File: config.mk
export PLATFORM = sky130hd
export DESIGN_NAME = dmem_arbiter
export DESIGN_NICKNAME = d
export VERILOG_FILES = /design/src/rtl/dmem_arb_pkg.sv /design/src/rtl/rr_arbiter.sv /design/src/rtl/dmem_arbiter.sv
export SDC_FILE = /design/constraint.sdc
export NUM_CORES = 1
export LEC_CHECK = 0
export BUFFER_PORTS_ARGS = -buffer_cell sky130_fd_sc_hd__buf_2
export CAP_MARGIN = 20
export CORE_AREA = 2 2 109 111
export DETAILED_ROUTE_END_ITERATION = 16
export DIE_AREA = 0 0 111 113
export PLACE_DENSITY = 0.84
export SETUP_SLACK_MARGIN = 0.1
export SLEW_MARGIN = 20
export SYNTH_ARGS = -nofsm -noshare
export SYNTH_HDL_FRONTEND = slang
export SYNTH_SLANG_ARGS = --single-unit
File: constraint.sdc
create_clock -name clk -period 2.3 [get_ports clk]
set_input_delay 0.69 -clock clk [delete_from_list [all_inputs] [get_ports clk]]
set_output_delay 0.69 -clock clk [all_outputs]
set_load 0.005 [all_outputs]
File: src/rtl/dmem_arb_pkg.sv
// Package shared by the data-memory arbiter files.
//   - arb_state_e : arbiter FSM states (IDLE, ACCESS)
//   - BE_BYTE/BE_HALF/BE_WORD : the legal byte-enable patterns
//   - mem_cmd_t   : one latched memory command {wr_en, addr, wr_data, byte_en, id}
//   - cmd_misaligned() : illegal byte-enable / misalignment test, used only when
//     DMEM_ARB_ALIGN_CHECK_EN is defined
package dmem_arb_pkg;

  localparam int DMEM_ADDR_W = 32;
  localparam int DMEM_DATA_W = 32;
  localparam int DMEM_BE_W   = DMEM_DATA_W / 8;
  // Requester id field, wide enough for the largest legal NUM_REQ (4).
  localparam int DMEM_ID_W   = 2;

  localparam logic [3:0] BE_BYTE = 4'b0001;
  localparam logic [3:0] BE_HALF = 4'b0011;
  localparam logic [3:0] BE_WORD = 4'b1111;

  typedef enum logic {
    IDLE   = 1'b0,
    ACCESS = 1'b1
  } arb_state_e;

  typedef struct packed {
    logic                   wr_en;
    logic [DMEM_ADDR_W-1:0] addr;
    logic [DMEM_DATA_W-1:0] wr_data;
    logic [DMEM_BE_W-1:0]   byte_en;
    logic [DMEM_ID_W-1:0]   id;
  } mem_cmd_t;

  // True when the byte-enable pattern is not byte/half/word, or when a half
  // or word access is not naturally aligned.
  function automatic logic cmd_misaligned(input logic [3:0] byte_en,
                                          input logic [1:0] addr_lo);
    logic bad;
    bad = 1'b1;
    if (byte_en == BE_BYTE)      bad = 1'b0;
    else if (byte_en == BE_HALF) bad = addr_lo[0];
    else if (byte_en == BE_WORD) bad = (addr_lo != 2'b00);
    return bad;
  endfunction

endpackage

File: src/rtl/rr_arbiter.sv
// Combinational round-robin picker.
//   req        : request vector, one bit per requester
//   last_grant : index of the requester granted most recently (stored by the caller)
//   enable     : when low no grant is issued
//   grant      : one-hot winner, zero when disabled or nothing requested
// The winner is the first requesting index after last_grant, wrapping.
module rr_arbiter #(
  parameter  int NUM_REQ = 2,
  localparam int IDW     = $clog2(NUM_REQ)
) (
  input  logic [NUM_REQ-1:0] req,
  input  logic [IDW-1:0]     last_grant,
  input  logic               enable,
  output logic [NUM_REQ-1:0] grant
);

  logic [IDW-1:0] idx;

  // Walk from the farthest candidate to the nearest one so the nearest
  // requesting index is the last to overwrite the result.
  always_comb begin
    grant = '0;
    idx   = '0;
    if (enable) begin
      for (int k = NUM_REQ; k >= 1; k--) begin
        idx = IDW'((int'(last_grant) + k) % NUM_REQ);
        if (req[idx]) begin
          grant      = '0;
          grant[idx] = 1'b1;
        end
      end
    end
  end

endmodule

File: src/rtl/dmem_arbiter.sv
// Data-memory arbiter: shares one single-port byte-addressed data memory
// between NUM_REQ requesters (req 0 = CPU load/store, req 1 = DMA/loader).
//
// Ports
//   clk, rst_n        clock (rising edge), asynchronous active-low reset
//   req_valid_i       per-requester request valid
//   req_ready_o       per-requester accept (one-hot or zero), combinational in IDLE
//   req_wr_en_i       1 = store, 0 = load
//   req_addr_i        byte address
//   req_wr_data_i     store data, LSB-aligned
//   req_byte_en_i     0001 byte, 0011 half, 1111 word
//   resp_valid_o      one-cycle response pulse to the owning requester
//   resp_rd_data_o    load data (0 for stores), valid with resp_valid_o
//   resp_err_o        access rejected (only with DMEM_ARB_ALIGN_CHECK_EN)
//   mem_*_o           memory command; addr/wr_data hold outside ACCESS
//   mem_rd_data_i     combinational memory read data
//   busy_o            FSM is in ACCESS (this is the FSM state, 1 bit)
//
// Handshake: a request transfers at a rising edge where req_valid_i[i] and
// req_ready_o[i] are both high; the requester holds its fields stable and keeps
// valid high until then. Responses cannot be back-pressured.
//
// Timing: handshake at edge N, memory access during cycle N+1, resp_valid in
// cycle N+2. The response cycle is an IDLE cycle, so a new request can be
// accepted while resp_valid is high.
//
// Build option: DMEM_ARB_ALIGN_CHECK_EN rejects illegal byte enables and
// misaligned half/word accesses (no memory enables, rd_data 0, resp_err 1).
// Without it every command is forwarded unchanged and resp_err_o is 0.
//
// ADDR_WIDTH/DATA_WIDTH must match the widths in dmem_arb_pkg.
module dmem_arbiter
  import dmem_arb_pkg::*;
#(
  parameter  int NUM_REQ    = 2,
  parameter  int ADDR_WIDTH = DMEM_ADDR_W,
  parameter  int DATA_WIDTH = DMEM_DATA_W,
  localparam int BEW        = DATA_WIDTH / 8,
  localparam int IDW        = $clog2(NUM_REQ)
) (
  input  logic                                clk,
  input  logic                                rst_n,
  input  logic [NUM_REQ-1:0]                  req_valid_i,
  output logic [NUM_REQ-1:0]                  req_ready_o,
  input  logic [NUM_REQ-1:0]                  req_wr_en_i,
  input  logic [NUM_REQ-1:0][ADDR_WIDTH-1:0]  req_addr_i,
  input  logic [NUM_REQ-1:0][DATA_WIDTH-1:0]  req_wr_data_i,
  input  logic [NUM_REQ-1:0][BEW-1:0]         req_byte_en_i,
  output logic [NUM_REQ-1:0]                  resp_valid_o,
  output logic [DATA_WIDTH-1:0]               resp_rd_data_o,
  output logic                                resp_err_o,
  output logic [ADDR_WIDTH-1:0]               mem_addr_o,
  output logic                                mem_wr_en_o,
  output logic [DATA_WIDTH-1:0]               mem_wr_data_o,
  output logic [BEW-1:0]                      mem_byte_en_o,
  input  logic [DATA_WIDTH-1:0]               mem_rd_data_i,
  output logic                                busy_o
);

  // Reset value makes requester 0 the first winner.
  localparam logic [IDW-1:0] LAST_GRANT_RST = IDW'(NUM_REQ - 1);

  arb_state_e           state_q, state_d;
  logic [IDW-1:0]       last_grant_q;
  logic [NUM_REQ-1:0]   grant;
  logic [IDW-1:0]       grant_idx;
  mem_cmd_t             cmd_q;
  logic                 reject;
  logic [NUM_REQ-1:0]   resp_valid_q;
  logic [DATA_WIDTH-1:0] resp_data_q;

  rr_arbiter #(.NUM_REQ(NUM_REQ)) u_rr (
    .req        (req_valid_i),
    .last_grant (last_grant_q),
    .enable     (state_q == IDLE),
    .grant      (grant)
  );

  always_comb begin
    grant_idx = '0;
    for (int i = 0; i < NUM_REQ; i++) begin
      if (grant[i]) grant_idx = IDW'(i);
    end
  end

`ifdef DMEM_ARB_ALIGN_CHECK_EN
  assign reject = (state_q == ACCESS) && cmd_misaligned(cmd_q.byte_en, cmd_q.addr[1:0]);
`else
  assign reject = 1'b0;
`endif

  // State register
  always_ff @(posedge clk or negedge rst_n) begin
    if (!rst_n) state_q <= IDLE;
    else        state_q <= state_d;
  end

  // Next state and memory-side outputs
  always_comb begin
    state_d       = state_q;
    req_ready_o   = '0;
    mem_wr_en_o   = 1'b0;
    mem_byte_en_o = '0;
    busy_o        = (state_q != IDLE);
    case (state_q)
      IDLE: begin
        req_ready_o = grant;
        if (|grant) state_d = ACCESS;
      end
      ACCESS: begin
        mem_wr_en_o   = cmd_q.wr_en && !reject;
        mem_byte_en_o = reject ? '0 : cmd_q.byte_en;
        state_d       = IDLE;
      end
      default: state_d = IDLE;
    endcase
  end

  // Address and write data come straight from the latched command, so they
  // hold their last values between accesses.
  assign mem_addr_o    = cmd_q.addr;
  assign mem_wr_data_o = cmd_q.wr_data;

  // Command latch and round-robin pointer, updated on the handshake edge.
  always_ff @(posedge clk or negedge rst_n) begin
    if (!rst_n) begin
      cmd_q        <= '0;
      last_grant_q <= LAST_GRANT_RST;
    end else if ((state_q == IDLE) && (|grant)) begin
      cmd_q <= '{wr_en:   req_wr_en_i[grant_idx],
                 addr:    req_addr_i[grant_idx],
                 wr_data: req_wr_data_i[grant_idx],
                 byte_en: req_byte_en_i[grant_idx],
                 id:      DMEM_ID_W'(grant_idx)};
      last_grant_q <= grant_idx;
    end
  end

  // Response register: captured at the end of ACCESS, valid for one cycle.
  always_ff @(posedge clk or negedge rst_n) begin
    if (!rst_n) begin
      resp_valid_q <= '0;
      resp_data_q  <= '0;
    end else begin
      resp_valid_q <= '0;
      if (state_q == ACCESS) begin
        resp_valid_q <= NUM_REQ'(1) << cmd_q.id;
        resp_data_q  <= (cmd_q.wr_en || reject) ? '0 : mem_rd_data_i;
      end
    end
  end

  assign resp_valid_o   = resp_valid_q;
  assign resp_rd_data_o = resp_data_q;

`ifdef DMEM_ARB_ALIGN_CHECK_EN
  logic resp_err_q;
  always_ff @(posedge clk or negedge rst_n) begin
    if (!rst_n)                  resp_err_q <= 1'b0;
    else if (state_q == ACCESS)  resp_err_q <= reject;
  end
  assign resp_err_o = resp_err_q;
`else
  assign resp_err_o = 1'b0;
`endif

endmodule
* After elaboration in Yosys (flattened, before gate mapping)
Index checks and enable logic that the tools add are counted.
** Storage, ports and cells
- Register bits after elaboration :: 106
- Input port bits :: 174
- Output and inout port bits :: 107
- Logic and storage cells :: 49
** Operators by class
- Add/subtract/negate cells :: 2
- Magnitude comparators :: 5
- Shift operators :: 1
- Muxes and demuxes :: 27
- Bitwise operators :: 1
- Reduce and logical (&&, ||, !) cells :: 4
** Operators by type and width (count)
- 32-bit 2-to-1 mux :: 5
- 4-bit 2-to-1 mux :: 3
- 1-bit 2-to-1 mux :: 11
- 2-bit 2-to-1 mux :: 5
- 1-bit by 2-bit less-than comparator with 1-bit output (second input constant) :: 3
- 1-bit logical AND :: 3
- 1-bit adder (second input constant) :: 2
- 1-bit demux with 1-bit select :: 2
- 1-bit >= comparator (second input constant) :: 2
- 1-bit case mux with 2 select lines :: 1
- 2-bit OR reduction :: 1
- 1-bit by 1-bit << shifter with 2-bit output (first input constant) :: 1
- 1-bit inverter :: 1

* Logic depth before layout (Yosys ltp)
- Depth in word-level cells :: 11
- Depth in mapped cells :: 6
- Mapped depth without buffers :: 3

* Hierarchy
From an unflattened synthesis, not the netlist that was laid out.
** Second synthesis, totals
- Cells, all modules :: 472
- Area, all modules :: 5505.3 um2
** Modules (own cells, without submodules)
- dmem_arbiter :: instances 1, cells an instance 467, area each 5484.0 um2, sequential area each 2653.8 um2
- rr_arbiter :: instances 1, cells an instance 5, area each 21.3 um2, sequential area each 0.0 um2

* Worst setup path before layout
OpenSTA, ideal clock, no wires.
- Path kind :: input -> output
- Start point :: input port req_valid_i[0]
- End point :: output port req_ready_o[1]
- Data arrival time :: 1.233 ns
- Data required time :: 1.610 ns
- Slack :: 0.377 ns
- Stages on the path :: 4
- Buffers on the path :: 2
- Cells stage by stage :: and2_1 -> buf_4 -> buf_2 -> nor2_1
** Between the ends
- Longest elaborated chain between the ends :: 6
- Elaborated cells between the ends (all ways) :: 8
- Those cells by class :: mux (8)
** RTL lines
- start: declaration :: RTL line dmem_arbiter.sv:43 : input logic [NUM_REQ-1:0] req_valid_i,
- 1-bit 2-to-1 mux (implied by the code) (2 in series) :: RTL line rr_arbiter.sv:27 : if (req[idx]) begin
- 2-bit 2-to-1 mux :: RTL line rr_arbiter.sv:27
- 2-bit 2-to-1 mux * :: RTL line rr_arbiter.sv:27
- 2-bit 2-to-1 mux * :: RTL line rr_arbiter.sv:24 : if (enable) begin
- 2-bit 2-to-1 mux * :: RTL line dmem_arbiter.sv:105 : case (state_q)
- end: declaration :: RTL line dmem_arbiter.sv:44 : output logic [NUM_REQ-1:0] req_ready_o,
Every way passes the cells marked *; elsewhere a longest branch is shown, timed or not. The select of a mux whose other input is x is not followed.

* Final worst setup path
- Start point :: register state_q (netlist: busy_o)
- End point :: output port busy_o
** RTL lines
- start: declaration :: RTL line dmem_arbiter.sv:63 : arb_state_e state_q, state_d;
- start signal: assignment :: RTL line dmem_arbiter.sv:95 : else state_q <= state_d;
- end: declaration :: RTL line dmem_arbiter.sv:57 : output logic busy_o
No word-level cell between the ends.

==> summary.md <==
| Metric | Value |
|---|---|
| Status | `completed` |
| GRT Total Usage | `0.2349` |
| Core box area | `roughly 11,000 um2` |
| Die width | `between 100 and 150 um` |
| Die ar. | `12,540 um2` |
| Cell Area, Placed | `6392 um2` |
| Nature of the critical path endpoint | `output port` |
| Vias/cell | `~5.2` |
| Maximum number of pins on one net before global-route repair | `72` |
| Initial Utilization | `0.4806` |
| First-pass GRT wire length | `23,890 um` |
| Net switching power | `0.001726 W` |
| Post-CTS Hold Fix Bufs | `0` |
| Total Power | `0.005418 W` |
| Combinational power share | `0.291` |
| Post-Synthesis Cells | `620` |
| Max-cap violations | `0` |
| Ys flop type | `dfrtp_1` |
| P&R area growth vs syn | `22.86%` |
| DRT antenna net count | `0` |
| First drt pass iteration count | `5` |
| Top cells by area, synth | `dfrtp_1 (48%), buf_4 (9.4%), a31oi_1 (8.0%), o21ai_0 (7.4%), nand3_1 (6.4%)` |
| Final nets | `976` |
| Peak supply drop | `0.4130 mV` |
| Clock sink count | `106` |
| Synth top cells by count | `dfrtp_1 (105), o21ai_0 (80), nor2_1 (70), a31oi_1 (69), nand3_1 (69)` |
| P_leak | `3.187 nW` |
| Setup CP Type | `flip-flop to output port` |
| Starting DRC count in detailed routing | `395` |
| Top-count cell post-synth | `dfrtp_1` |
| Hold Violations, Final | `0` |
| Via count | `4,950` |
| Setup Fix Bufs, Post-CTS | `0` |
| Layout cell share with drive strength beyond 1 | `0.3871` |
| Area occupied by multi-input gates | `1854 um2` |
| Overflow after GRT | `0` |
| Yosys reg bits | `approximately 110` |
| Wire length per cell | `15.60 um` |
| Area share of the largest cell type after synthesis | `0.4850` |
| Number of I/O port buffers | `about 280` |
| Slew Viols, Final | `0` |
| Die Height | `about 110 um` |
| Worst hold path type | `input pin to async pin` |
| Mapped Area | `roughly 5400 um2` |
| Root Driver | `clkbuf_16` |
| Pint | `0.003692 W` |
| Post-Route Utilization | `0.5905` |
| FF/Latch Area | `2655 um2` |
| Clock Path Buffers | `2` |
| Vias in the first global route | `between 4,000 and 5,000` |
| Sequential area share after synthesis | `0.4898` |
| Fmax | `approximately 490 MHz` |
| Clk_lat worst skew | `between 0.3 and 0.4 ns` |
| Number of library cell types mapped by synthesis | `22` |
| Final Cycle Share | `0.8855` |
| Cell area after layout | `around 6700 um2` |
| Clock Skew | `0.006515 ns` |
| # H-tree levels | `3` |
| WL final | `14,820 um` |
| GP Congestion | `0.8118` |
| CTS tree | `built` |
| Post-synth EDFFs | `0` |
| Setup crit start kind | `flip-flop` |
| Post-synthesis area per instance | `8.738 um2` |
| PwrDens | `813.9 nW/um2` |
| Drt drc | `0` |
| Antenna violations before repair | `1` |
| Post-cts repair resize count | `0` |
| Unrepaired setup endpoints after global routing | `false` |
| Switching Fraction | `0.3185` |
| WP data required | `around 1.6 ns` |
| Layout filler cell count | `1,047` |
| Internal reg-to-reg setup slack | `0.71 ns` |
| Yosys top cell by area | `dfrtp_1` |
| Setup TNS | `0 ns` |
| Clock group share of total power | `0.253` |
| Worst Path Max Fanout | `27` |
| Setup violation total in the final timing report | `0` |
| CTS Buf Count | `9` |
| Io pins | `281` |
| CTS clk-pin slew, worst paths | `0.07 ns` |
| Final Hold Slack | `about 0.22 ns` |
| Synthesized net count | `~800` |
| Sequential share of power | `0.456` |
| Row count | `39` |
| Synth Warn # | `0` |
| Fin crit period | `2.037 ns` |
| Ys async rst share | `1.000` |
| Post-DP HPWL | `10,420 um` |
| Critical Path AT | `about 1.4 ns` |
-- cell families (layout without fill, tap and decap cells) --
group	Yosys count	in the layout	share of synthesized area
buffers and inverters	154	340	0.1704
other	1	2	0.0006922
AOI/OAI and AO/OA	174	174	0.1790
DFF	106	106	0.4898
and+or+nand+nor	185	185	0.1600
-- critical path: stages, from the launching register on --
cell and delay [ns]:
dfrtp_2 0.52, buf_4 0.32, buf_2 0.17
-- path summary, 6_finish.rpt --
| path | depth (start not counted) | from | endpoint |
|---|---|---|---|
| hold / removal | 1 | rst_n | mem_addr_o[6]$_DFFE_PN0P_ |
| hold reg to reg | 1 | cmd_q[0]$_DFFE_PN0P_ | resp_valid_o[0]$_DFF_PN0_ |
| max in group asynchronous | 2 | rst_n | last_grant_q$_DFFE_PN1P_ |
| setup reg to reg | 4 | busy_o$_DFF_PN0_ | mem_wr_data_o[8]$_DFFE_PN0P_ |
| min in group clk | 1 | cmd_q[0]$_DFFE_PN0P_ | resp_valid_o[0]$_DFF_PN0_ |
| setup / recovery | 2 | busy_o$_DFF_PN0_ | busy_o |
-- metrics by stage --
stage	setup slack [ns]	cells
after floorplan	0.3774	620
after CTS	0.2111	949
after global routing	0.1689	950
final	0.2634	950
after detailed placement	0.3888	934
after global placement	0.3720	934
-- power groups by stage --
stage	Sequential [W]	Combinational (W)	Clock (W)
2_1_floorplan	0.00247	0.00116	0
3_3_place_gp	0.00248	0.00156	0
3_5_place_dp	0.00251	0.00159	0
4_1_cts	0.00247	0.00160	0.00142
5_1_grt	0.00252	0.00177	0.00148
6_report	0.00247	0.00158	0.00137
-- placed cells by master, fill, tap and decap left out, types with 2 or more instances in the layout --
| cell | Yosys | final |
|---|---|---|
| buf_2 | 24 | 278 |
| dfrtp_1 | 105 | 104 |
| o21ai_0 | 80 | 80 |
| nor2_1 | 70 | 70 |
| nand3_1 | 69 | 69 |
| a31oi_1 | 69 | 69 |
| inv_1 | 34 | 34 |
| o21ai_1 | 22 | 22 |
| nand2_1 | 19 | 18 |
| nand3b_1 | 15 | 15 |
| clkbuf_16 | 0 | 9 |
| buf_12 | 0 | 7 |
| and2_1 | 7 | 6 |
| buf_4 | 68 | 6 |
| clkinv_2 | 0 | 3 |
| nor2b_1 | 3 | 2 |
| clkinv_4 | 0 | 2 |
-- per-layer routing --
metal,GRT usage,vias up,wire [um]
met5,0,-,0
met1,0.2925,2276,6096
li1,-,2417,-
met2,0.4098,231,7478
met3,0.04231,26,960
met4,0.09083,0,286
-- flip-flops by register name, indices dropped and copies added, names as in the netlist --
register	count
last_grant_q	1
resp_valid_o	2
busy_o	1
resp_rd_data_o	32
mem_addr_o	32
cmd_q	6
mem_wr_data_o	32
-- area by class of cell --
class / count / area share
sequential: 106 / 0.3989
multi-input combinational: 360 / 0.2786
timing repair buffer: 291 / 0.2368
clock buffer: 10 / 0.03440
tap: 143 / 0.02688
inverter: 34 / 0.01917
clock inverter: 5 / 0.004887
antenna: 1 / 0.0003759
Power figures use the tool's default switching activity.
